**config.mk**
```make
export PLATFORM = sky130hd
export DESIGN_NAME = uart_intr_ctrl
export DESIGN_NICKNAME = d
export VERILOG_FILES = /design/src/rtl/uart_intr_pkg.sv /design/src/rtl/uart_intr_src.sv /design/src/rtl/uart_intr_ctrl.sv
export SDC_FILE = /design/constraint.sdc
export NUM_CORES = 1
export LEC_CHECK = 0
export BUFFER_PORTS_ARGS = -buffer_cell sky130_fd_sc_hd__buf_2
export CORE_MARGIN = 1
export CORE_UTILIZATION = 55
export DETAILED_ROUTE_END_ITERATION = 12
export GPL_TIMING_DRIVEN = 0
export MAX_ROUTING_LAYER = met4
export PLACE_DENSITY = 0.8
export SYNTH_ARGS = -nofsm -noshare
export SYNTH_HDL_FRONTEND = slang
export SYNTH_HIERARCHICAL = 1
export SYNTH_SLANG_ARGS = --single-unit
```
**constraint.sdc**
```tcl
create_clock -name clk_i -period 2.3 [get_ports clk_i]
set_input_delay 0.345 -clock clk_i [delete_from_list [all_inputs] [get_ports clk_i]]
set_output_delay 0.345 -clock clk_i [all_outputs]
set_load 0.1 [all_outputs]
```
**src/rtl/uart_intr_pkg.sv**
```systemverilog
// Purpose: shared register map, source indices and FSM encoding for the UART interrupt controller.
// Latency: n/a (declarations and a pure combinational helper only).
// Backpressure: n/a.
package uart_intr_pkg;

   // Register byte addresses
   localparam logic [11:0] ADDR_STATE   = 12'h040;
   localparam logic [11:0] ADDR_ENABLE  = 12'h044;
   localparam logic [11:0] ADDR_TEST    = 12'h048;
   localparam logic [11:0] ADDR_MODE    = 12'h04C;
   localparam logic [11:0] ADDR_HOLDOFF = 12'h050;
   localparam logic [11:0] ADDR_RAW     = 12'h054;
   localparam logic [11:0] ADDR_ID      = 12'h058;

   // Interrupt source bit positions
   localparam int SRC_TX         = 0;
   localparam int SRC_RX         = 1;
   localparam int SRC_TX_LEVEL   = 2;
   localparam int SRC_RX_TIMEOUT = 3;
   localparam int SRC_TX_FULL    = 4;
   localparam int SRC_TX_EMPTY   = 5;
   localparam int SRC_RX_FULL    = 6;
   localparam int SRC_RX_EMPTY   = 7;
   localparam int NUM_SRC        = 8;

   typedef enum logic [1:0] {
      ST_IDLE    = 2'd0,
      ST_ASSERT  = 2'd1,
      ST_HOLDOFF = 2'd2
   } fsm_state_e;

   // Index of the lowest set bit; 0 when the vector is empty.
   function automatic logic [2:0] lowest_idx(input logic [NUM_SRC-1:0] vec);
      logic [2:0] idx;
      idx = 3'd0;
      for (int i = NUM_SRC - 1; i >= 0; i--) begin
         if (vec[i]) idx = 3'(i);
      end
      return idx;
   endfunction

endpackage

```
**src/rtl/uart_intr_src.sv**
```systemverilog
// Purpose: one interrupt source bit: input sampling, level/edge detect, sticky W1C status.
// Latency: status bit sets on the clock edge that samples the qualifying input.
// Backpressure: none; a set arriving with a clear of the same bit wins.
module uart_intr_src
   import uart_intr_pkg::*;
(
   input  logic clk_i,
   input  logic rst_i,
   input  logic src_i,
   input  logic mode_i,
   input  logic test_i,
   input  logic clr_i,
   output logic state_o,
   output logic raw_o
);

   logic src_q;
   logic state_q;
   logic state_d;
   logic set;

   // Edge mode needs a fresh 0->1 against the previous sample; level mode sets while high.
   assign set     = (mode_i & src_i & ~src_q) | (~mode_i & src_i) | test_i;
   assign state_d = set | (state_q & ~clr_i);

   // Source sample and sticky status register
   always_ff @(posedge clk_i or posedge rst_i) begin
      if (rst_i) begin
         src_q   <= 1'b0;
         state_q <= 1'b0;
      end else begin
         src_q   <= src_i;
         state_q <= state_d;
      end
   end

   assign state_o = state_q;
   assign raw_o   = src_q;

endmodule

```
**src/rtl/uart_intr_ctrl.sv**
```systemverilog
// Purpose: UART interrupt controller: register block, 8 sticky sources, irq FSM with holdoff.
// Latency: irq_o rises 2 cycles after a source edge; register reads return 1 cycle after reg_re.
// Backpressure: none; every access completes in one cycle, unmapped ones pulse reg_err_o.
module uart_intr_ctrl
   import uart_intr_pkg::*;
(
   input  logic        clk_i,
   input  logic        rst_i,
   input  logic [31:0] reg_wdata,
   input  logic [11:0] reg_addr,
   input  logic        reg_we,
   input  logic        reg_re,
   input  logic [7:0]  intr_src_i,
   output logic [31:0] reg_rdata,
   output logic        reg_err_o,
   output logic        irq_o,
   output logic [2:0]  irq_id_o
);

   logic [7:0]  enable_q;
   logic [7:0]  mode_q;
   logic [15:0] holdoff_q;
   logic [7:0]  state_vec;
   logic [7:0]  raw_vec;
   logic [7:0]  pending;
   logic        id_vld;
   logic [2:0]  id_idx;
   logic [31:0] rdata_q;
   logic [31:0] rdata_d;
   logic        err_q;
   logic        irq_q;
   logic [15:0] cnt_q;
   logic [15:0] cnt_d;
   fsm_state_e  fsm_q;
   fsm_state_e  fsm_d;

   logic hit_state, hit_enable, hit_test, hit_mode, hit_holdoff, hit_raw, hit_id, mapped;
   logic [7:0] test_set;
   logic [7:0] w1c_clr;
   logic       unused_wdata;

   assign unused_wdata = ^reg_wdata[31:16];

   assign hit_state   = (reg_addr == ADDR_STATE);
   assign hit_enable  = (reg_addr == ADDR_ENABLE);
   assign hit_test    = (reg_addr == ADDR_TEST);
   assign hit_mode    = (reg_addr == ADDR_MODE);
   assign hit_holdoff = (reg_addr == ADDR_HOLDOFF);
   assign hit_raw     = (reg_addr == ADDR_RAW);
   assign hit_id      = (reg_addr == ADDR_ID);
   assign mapped      = hit_state | hit_enable | hit_test | hit_mode |
                        hit_holdoff | hit_raw | hit_id;

   assign test_set = (reg_we && hit_test)  ? reg_wdata[7:0] : 8'h00;
   assign w1c_clr  = (reg_we && hit_state) ? reg_wdata[7:0] : 8'h00;

   for (genvar g = 0; g < NUM_SRC; g++) begin : g_src
      uart_intr_src u_src (
         .clk_i   (clk_i),
         .rst_i   (rst_i),
         .src_i   (intr_src_i[g]),
         .mode_i  (mode_q[g]),
         .test_i  (test_set[g]),
         .clr_i   (w1c_clr[g]),
         .state_o (state_vec[g]),
         .raw_o   (raw_vec[g])
      );
   end

   // ENABLE only gates the output side; STATE keeps latching regardless.
   assign pending  = state_vec & enable_q;
   assign id_vld   = |pending;
   assign id_idx   = id_vld ? lowest_idx(pending) : 3'd0;
   assign irq_id_o = id_idx;

   // Writable configuration registers
   always_ff @(posedge clk_i or posedge rst_i) begin
      if (rst_i) begin
         enable_q  <= 8'h00;
         mode_q    <= 8'h00;
         holdoff_q <= 16'h0000;
      end else if (reg_we) begin
         if (hit_enable)  enable_q  <= reg_wdata[7:0];
         if (hit_mode)    mode_q    <= reg_wdata[7:0];
         if (hit_holdoff) holdoff_q <= reg_wdata[15:0];
      end
   end

   // Read mux; TEST and unmapped addresses return zero
   always_comb begin
      rdata_d = 32'h0;
      case (1'b1)
         hit_state:   rdata_d = {24'h0, state_vec};
         hit_enable:  rdata_d = {24'h0, enable_q};
         hit_mode:    rdata_d = {24'h0, mode_q};
         hit_holdoff: rdata_d = {16'h0, holdoff_q};
         hit_raw:     rdata_d = {24'h0, raw_vec};
         hit_id:      rdata_d = {23'h0, id_vld, 5'h0, id_idx};
         default:     rdata_d = 32'h0;
      endcase
   end

   // Registered read data (write wins over a simultaneous read) and error pulse
   always_ff @(posedge clk_i or posedge rst_i) begin
      if (rst_i) begin
         rdata_q <= 32'h0;
         err_q   <= 1'b0;
      end else begin
         if (reg_re && !reg_we) rdata_q <= rdata_d;
         err_q <= (reg_we | reg_re) & ~mapped;
      end
   end

   assign reg_rdata = rdata_q;
   assign reg_err_o = err_q;

   // FSM state, holdoff counter and registered irq
   always_ff @(posedge clk_i or posedge rst_i) begin
      if (rst_i) begin
         fsm_q <= ST_IDLE;
         cnt_q <= 16'h0;
         irq_q <= 1'b0;
      end else begin
         fsm_q <= fsm_d;
         cnt_q <= cnt_d;
         irq_q <= (fsm_d == ST_ASSERT);
      end
   end

   // Next-state: the last holdoff cycle hands straight to ASSERT when something
   // is pending, so irq_o stays low for exactly HOLDOFF cycles rather than one more.
   always_comb begin
      fsm_d = fsm_q;
      cnt_d = cnt_q;
      case (fsm_q)
         ST_IDLE: begin
            if (id_vld) fsm_d = ST_ASSERT;
         end
         ST_ASSERT: begin
            if (!id_vld) begin
               if (holdoff_q == 16'h0) begin
                  fsm_d = ST_IDLE;
               end else begin
                  fsm_d = ST_HOLDOFF;
                  cnt_d = holdoff_q;
               end
            end
         end
         ST_HOLDOFF: begin
            if (cnt_q != 16'h0) cnt_d = cnt_q - 16'h1;
            if (cnt_q <= 16'h1) fsm_d = id_vld ? ST_ASSERT : ST_IDLE;
         end
         default: begin
            fsm_d = ST_IDLE;
            cnt_d = 16'h0;
         end
      endcase
   end

   assign irq_o = irq_q;

endmodule

```
; ---- Word-level counts from Yosys, hierarchy flattened
; Index checks and enable logic that the tools add are counted.
[classes]
muxes = 27
n_eq_ne = 13
n_reduce_logical = 12
n_lt_le_gt_ge = 1
add_sub_neg = 1
bitwise = 91
[ops]
columns = cell, n
row1 = $mux W16, 7
row2 = $eq A12 B7 Y1 const B, 7
row3 = $pmux W16 S3, 1
row4 = $and A1 B1 Y1, 33
row5 = $or A1 B1 Y1, 31
row6 = $mux W3, 9
row7 = $not A1 Y1, 26
row8 = $mux W9, 2
row9 = $le A16 B1 Y1 const B, 1
row10 = $logic_not A16 Y1, 1
row11 = $mux W8, 2
row12 = $reduce_bool A16 Y1, 1
row13 = $sub A16 B1 Y16 const B, 1
row14 = $and A8 B8 Y8, 1
row15 = $mux W2, 4
row16 = $reduce_or A8 Y1, 1
row17 = $ne A2 B2 Y1 const B, 3
row18 = $pmux W2 S3, 1
row19 = $reduce_and A2 Y1, 3
row20 = $eq A2 B1 Y1 const B, 2
row21 = $reduce_and A4 Y1, 1
row22 = $logic_and A1 B1 Y1, 3
row23 = $eq A2 B2 Y1 const B, 1
row24 = $logic_not A2 Y1, 1
row25 = 2 further kinds, 2
[word_totals]
out_inout_bits = 37
register_bits = 100
input_bits = 56

; ---- Depth between registers and ports, before layout
[depth]
depth_word = 16
mapped_depth = 8
depth_no_buf = 7

; ---- Cells and area by module
; The synthesis kept the hierarchy.
[by_module_without_submodules]
columns = module, seq_area_each_um2, n_inst, cells_each, area_each_um2
row1 = uart_intr_ctrl, 1701.6, 1, 419, 4078.9
row2 = uart_intr_src, 50.0, 8, 6, 71.3

; ---- Worst setup path after synthesis
; Ideal clock, no wire load.
[synth_path]
kind = reg-to-output
from = reg g_src[0].u_src.state_q
to = out irq_id_o[2]
arrival_ns = 2.741
stages_incl_launch_ff = 3
path_slack_ns = -0.786
required_time_ns = 1.955
cell_sequence = dfrtp_1 > a22o_1 > nor3_1
[synth_via]
elab_chain_len = 3
word_cells_on_any_way = 4
[synth_lines]
columns = item, line
row1 = start: declaration, uart_intr_src.sv:18  ; logic state_q;
row2 = start signal: assignment, uart_intr_src.sv:33  ; state_q <= state_d;
row3 = $and A8 B8 Y8 (*), uart_intr_ctrl.sv:71  ; assign pending = state_vec & enable_q;
row4 = $reduce_or A8 Y1 or $mux W3 (tied branches), "uart_intr_ctrl.sv:72, uart_intr_pkg.sv:37"
row5 = $mux W3 (*), uart_intr_ctrl.sv:73  ; assign id_idx = id_vld ? lowest_idx(pending) : 3'd0;
row6 = end: declaration, uart_intr_ctrl.sv:17  ; output logic [2:0] irq_id_o
; Mark *: on every way between the ends. The rest lies on a longest branch, timed or not.

; ---- Worst setup path in the final report
[layout_path]
from = reg g_src[0].u_src.state_q
to = reg cnt_q[4]
[layout_via]
elab_chain_len = 4
[layout_lines]
columns = item, line
row1 = $and A8 B8 Y8, uart_intr_ctrl.sv:71
row2 = $reduce_or A8 Y1, uart_intr_ctrl.sv:72  ; assign id_vld = |pending;
row3 = $ne A2 B2 Y1 (no source line), -
row4 = $reduce_and A4 Y1 (no source line), -
row5 = end signal: assignment, uart_intr_ctrl.sv:125  ; cnt_q <= cnt_d;
row6 = end: declaration, uart_intr_ctrl.sv:32  ; logic [15:0] cnt_q;
; Every way passes these cells.
; A chain may end at the register's enable or synchronous reset.

==> impl_summary.txt <==
----------------------------------------------------
[Final layout]
  # diodes ... 0
  Storage element area ... around 0.0021 mm^2
  Area of the multi-input gates ... roughly 0.0024 mm^2
  Area growth from synthesis to final layout ... 17.90%
  Share of cells above drive strength 1 ... 0.2844
  Number of nets at the end of the flow ... between 600 and 700
  Total of fill cells in the finished design ... around 650

[CTS]
  CTS Sinks ... 84
  Cell at the root of the clock tree ... clkbuf_8
  Clock transition time at the flip-flop clock pins of the worst setup and hold paths ... around 0.08 ns
  Clock network latency to the later pin of the worst-skew pair ... between 0.3 and 0.4 ns
  H-tree depth ... 3
  Clock tree from TritonCTS ... done
  Number of buffers on the longest clock path ... 2
  TritonCTS buffer count ... 9

[Die]
  Die Ht ... roughly 94 um
  Standard cell core area ... roughly 0.008 mm^2
  X dimension of the die ... approximately 94 um
  DIE AREA ... just under 0.009 mm^2
  Number of placement rows ... 33
  I/O Pins ... 93
  Starting utilization of the core area ... 0.5659

[Logic synthesis]
  Top cells by area, synth ... dfrtp_1, mux2_2, buf_4, nand2_1, inv_1
  Avg Inst Size Synth ... ~10 um^2
  Yosys reg bits ... 84
  Share of the synthesized area in the top cell type ... 0.4521
  Async set-or-reset flop fraction in the synthesized netlist ... 1.000
  Number of standard cells after synthesis ... approximately 470
  Dominant synthesized flop cell ... dfrtp_1
  Count of flip-flops with a built-in enable after synthesis ... 0
  Syn Std Cell Area ... roughly 0.0046 mm^2
  Warning count from the yosys run ... 6
  Number of unique standard cell types used by synthesis ... 53
  Proportion of synthesized chip area in sequential cells ... 0.4521
  Top post-synthesis cells by count ... dfrtp_1, nand2_1, mux2_2
  Cell accounting for the most synthesized area ... dfrtp_1
  Most common cell in the synthesized netlist ... dfrtp_1

[STA]
  Normalized max-slew margin ... 0.4324
  RSZ-0062 raised after global routing ... true
  Maximum clock frequency ... 445.7 MHz
  Final critical path time including I/O delays and setup ... approximately 2.2 ns
  Max-slew violation total from the final report ... 0
  Max Clock Skew ... about 0.014 ns
  Final period utilization ... 0.9756
  Number of setup violations in the final report ... 0
  Transition time of the tightest slew-check pin ... approximately 0.85 ns
  Final hold violation count ... 0
  Min Hold Slack ... about 0.094 ns

[Route]
  Post-detailed-routing wire length ... 13110 um
  Met2 wire len ... 6442 um
  Top routing layer used ... met4
  DRT met1 WL ... 5292 um
  Remaining DRCs ... 0
  Total via count after detailed routing ... about 4100
  Detailed route wirelength on metal3 ... 927 um
  Via density ... between 6 and 7
  WL per Instance ... 19.75 um
  Number of optimization iterations in the first detailed-route pass ... 5
  Detailed router's first-iteration violation count ... 345
  Antenna Violating Nets Remaining ... 0

[Global routing]
  Pin count of the biggest net entering global routing ... 69
  First-pass GRT wire length ... 21020 um
  Antenna violations before repair ... 0
  Tot GR Track Use ... 0.3272
  Total congestion overflow ... 0
  Vias in the first global route ... approximately 4100

[Critical path]
  Largest fanout on the critical path ... 10
  Path type of the worst setup path ... flip-flop to flip-flop
  Internal reg-to-reg setup slack ... 0.06 ns
  Crit path arrival time ... ~2.5 ns
  Required arrival time at the worst endpoint ... about 2.6 ns
  Crit end category ... flip-flop
  Startpoint type of the worst setup path ... flip-flop

[Worst hold path]
  Hold crit path type ... input pin to flip-flop

[Power and ir drop]
  Reported leakage power ... 0.002624 uW
  Internal power ... 2533 uW
  Maximum VDD drop ... just over 0.0005 V
  Proportion of total power due to net switching ... 0.3428
  Pwr Density ... ~700 mW/mm^2
  Design Power ... just under 4000 uW
  Net Sw Power ... around 1300 uW
  Share of power burned in the clock network ... 0.330
  Part of the power in registers ... 0.406
  Portion of total power attributed to combinational logic ... 0.264

[Place]
  HPWL after detailed placement ... between 9000 and 10000 um
  Port-buffer cells ... 59
  Gp weighted congestion ... between 0.9 and 1

[Run status]
  Outcome ... finished clean

[Flow run]
  Count of max-cap constraint violations ... 0

----------------------------------------------------
placed cells by master (no fill, tap or decap), drive strengths merged, types with 4 or more instances in the layout:
cell and instances:
dfrtp 84, buf 84, nand2 35, mux2 32
inv 32, clkbuf 27, a21oi 22, nor2 22
conb 16, nor4 16, nand3 15, o21ai 15
o31ai 13, a22o 13, and3 12, and2 12
o2bb2ai 11, a221o 10, a22oi 9, ha 7
or4 7, nor2b 6, nor3 6, o22ai 5
nand2b 4, xor2 4, a221oi 4
worst max-delay path, cell delays in order, from the launching register on:
cell and delay [ns]:
dfrtp_1 0.43, a22o_2 0.34, or4_4 0.59, o21ai_2 0.19
nand3_1 0.17, buf_4 0.22, o2bb2ai_1 0.20
layout make-up:
| type | instances | area share |
|---|---|---|
| flip-flops and latches | 84 | 0.3835 |
| well taps | 105 | 0.02397 |
| plain buffers | 38 | 0.03926 |
| clock inverters | 4 | 0.01803 |
| multi-input cells | 328 | 0.4291 |
| repair buffers | 64 | 0.06117 |
| clock buffers | 10 | 0.02328 |
| inverters | 31 | 0.02168 |
power groups by stage:
stage	registers, uW	clock network [uW]	logic, uW
after floorplan	1670	0	654
after global routing	1570	1340	1100
after detailed placement	1590	0	960
after CTS	1560	1270	975
final	1560	1270	1020
after global placement	1590	0	942
sequential cells by signal (all words and copies together), names as in the netlist:
signal,count
enable_q,8
irq_o,1
fsm_q,2
g_src.u_src/raw_o,8
g_src.u_src/state_o,8
holdoff_q,16
reg_err_o,1
reg_rdata,16
mode_q,8
cnt_q,16
kinds of logic after synthesis:
| kind of cell | count (synthesis) | synth area share |
|---|---|---|
| compound gates | 121 | 0.1908 |
| mux | 35 | 0.08396 |
| xor+xnor | 4 | 0.007534 |
| other cells | 1 | 0.0008065 |
| simple gates | 145 | 0.1752 |
| buf+inv | 70 | 0.07077 |
| flops | 84 | 0.4521 |
| fa+ha+maj | 7 | 0.01884 |
repair_timing:
action	4_1_cts	5_1_grt
hold buffers	1	0
endpoints found under the setup margin	20	34
gates resized for setup	8	12
pin swaps	1	3
cloned	0	0
hold endpoints to repair	16	0
setup buffers	0	4
metal layers:
metal	up-vias	GRT usage
li1	1863	-
met1	2007	0.3983
met2	211	0.5146
met3	54	0.06068
met4	0	0.1821
met5	-	-
through the flow:
step / cell area, um^2 / worst slack, ns / cells / utilization / TNS, ns
after floorplan: 4713 / 0.03095 / 482 / - / 0
after global placement: 5140 / -0.7469 / 646 / 0.6256 / -61.83
after detailed placement: 5142 / -0.7168 / 646 / 0.6259 / -13.98
after CTS: 5415 / 0.006503 / 661 / 0.6591 / 0
after global routing: 5482 / -0.01018 / 664 / 0.6671 / -0.01018
final: 5482 / 0.05621 / 664 / 0.6671 / 0
final timing paths:
kind	start	depth (start not counted)	end
setup / recovery	g_src[0].u_src/state_o	6	cnt_q[4]
max in group asynchronous	rst_i	3	holdoff_q[10]
hold reg to reg	cnt_q[13]	1	cnt_q[13]
hold / removal	intr_src_i[7]	1	g_src[7].u_src/raw_o
setup reg to reg	g_src[0].u_src/state_o	6	cnt_q[4]
min in group asynchronous	rst_i	3	g_src[5].u_src/raw_o
Note: power is estimated with default switching activity, not from simulation.
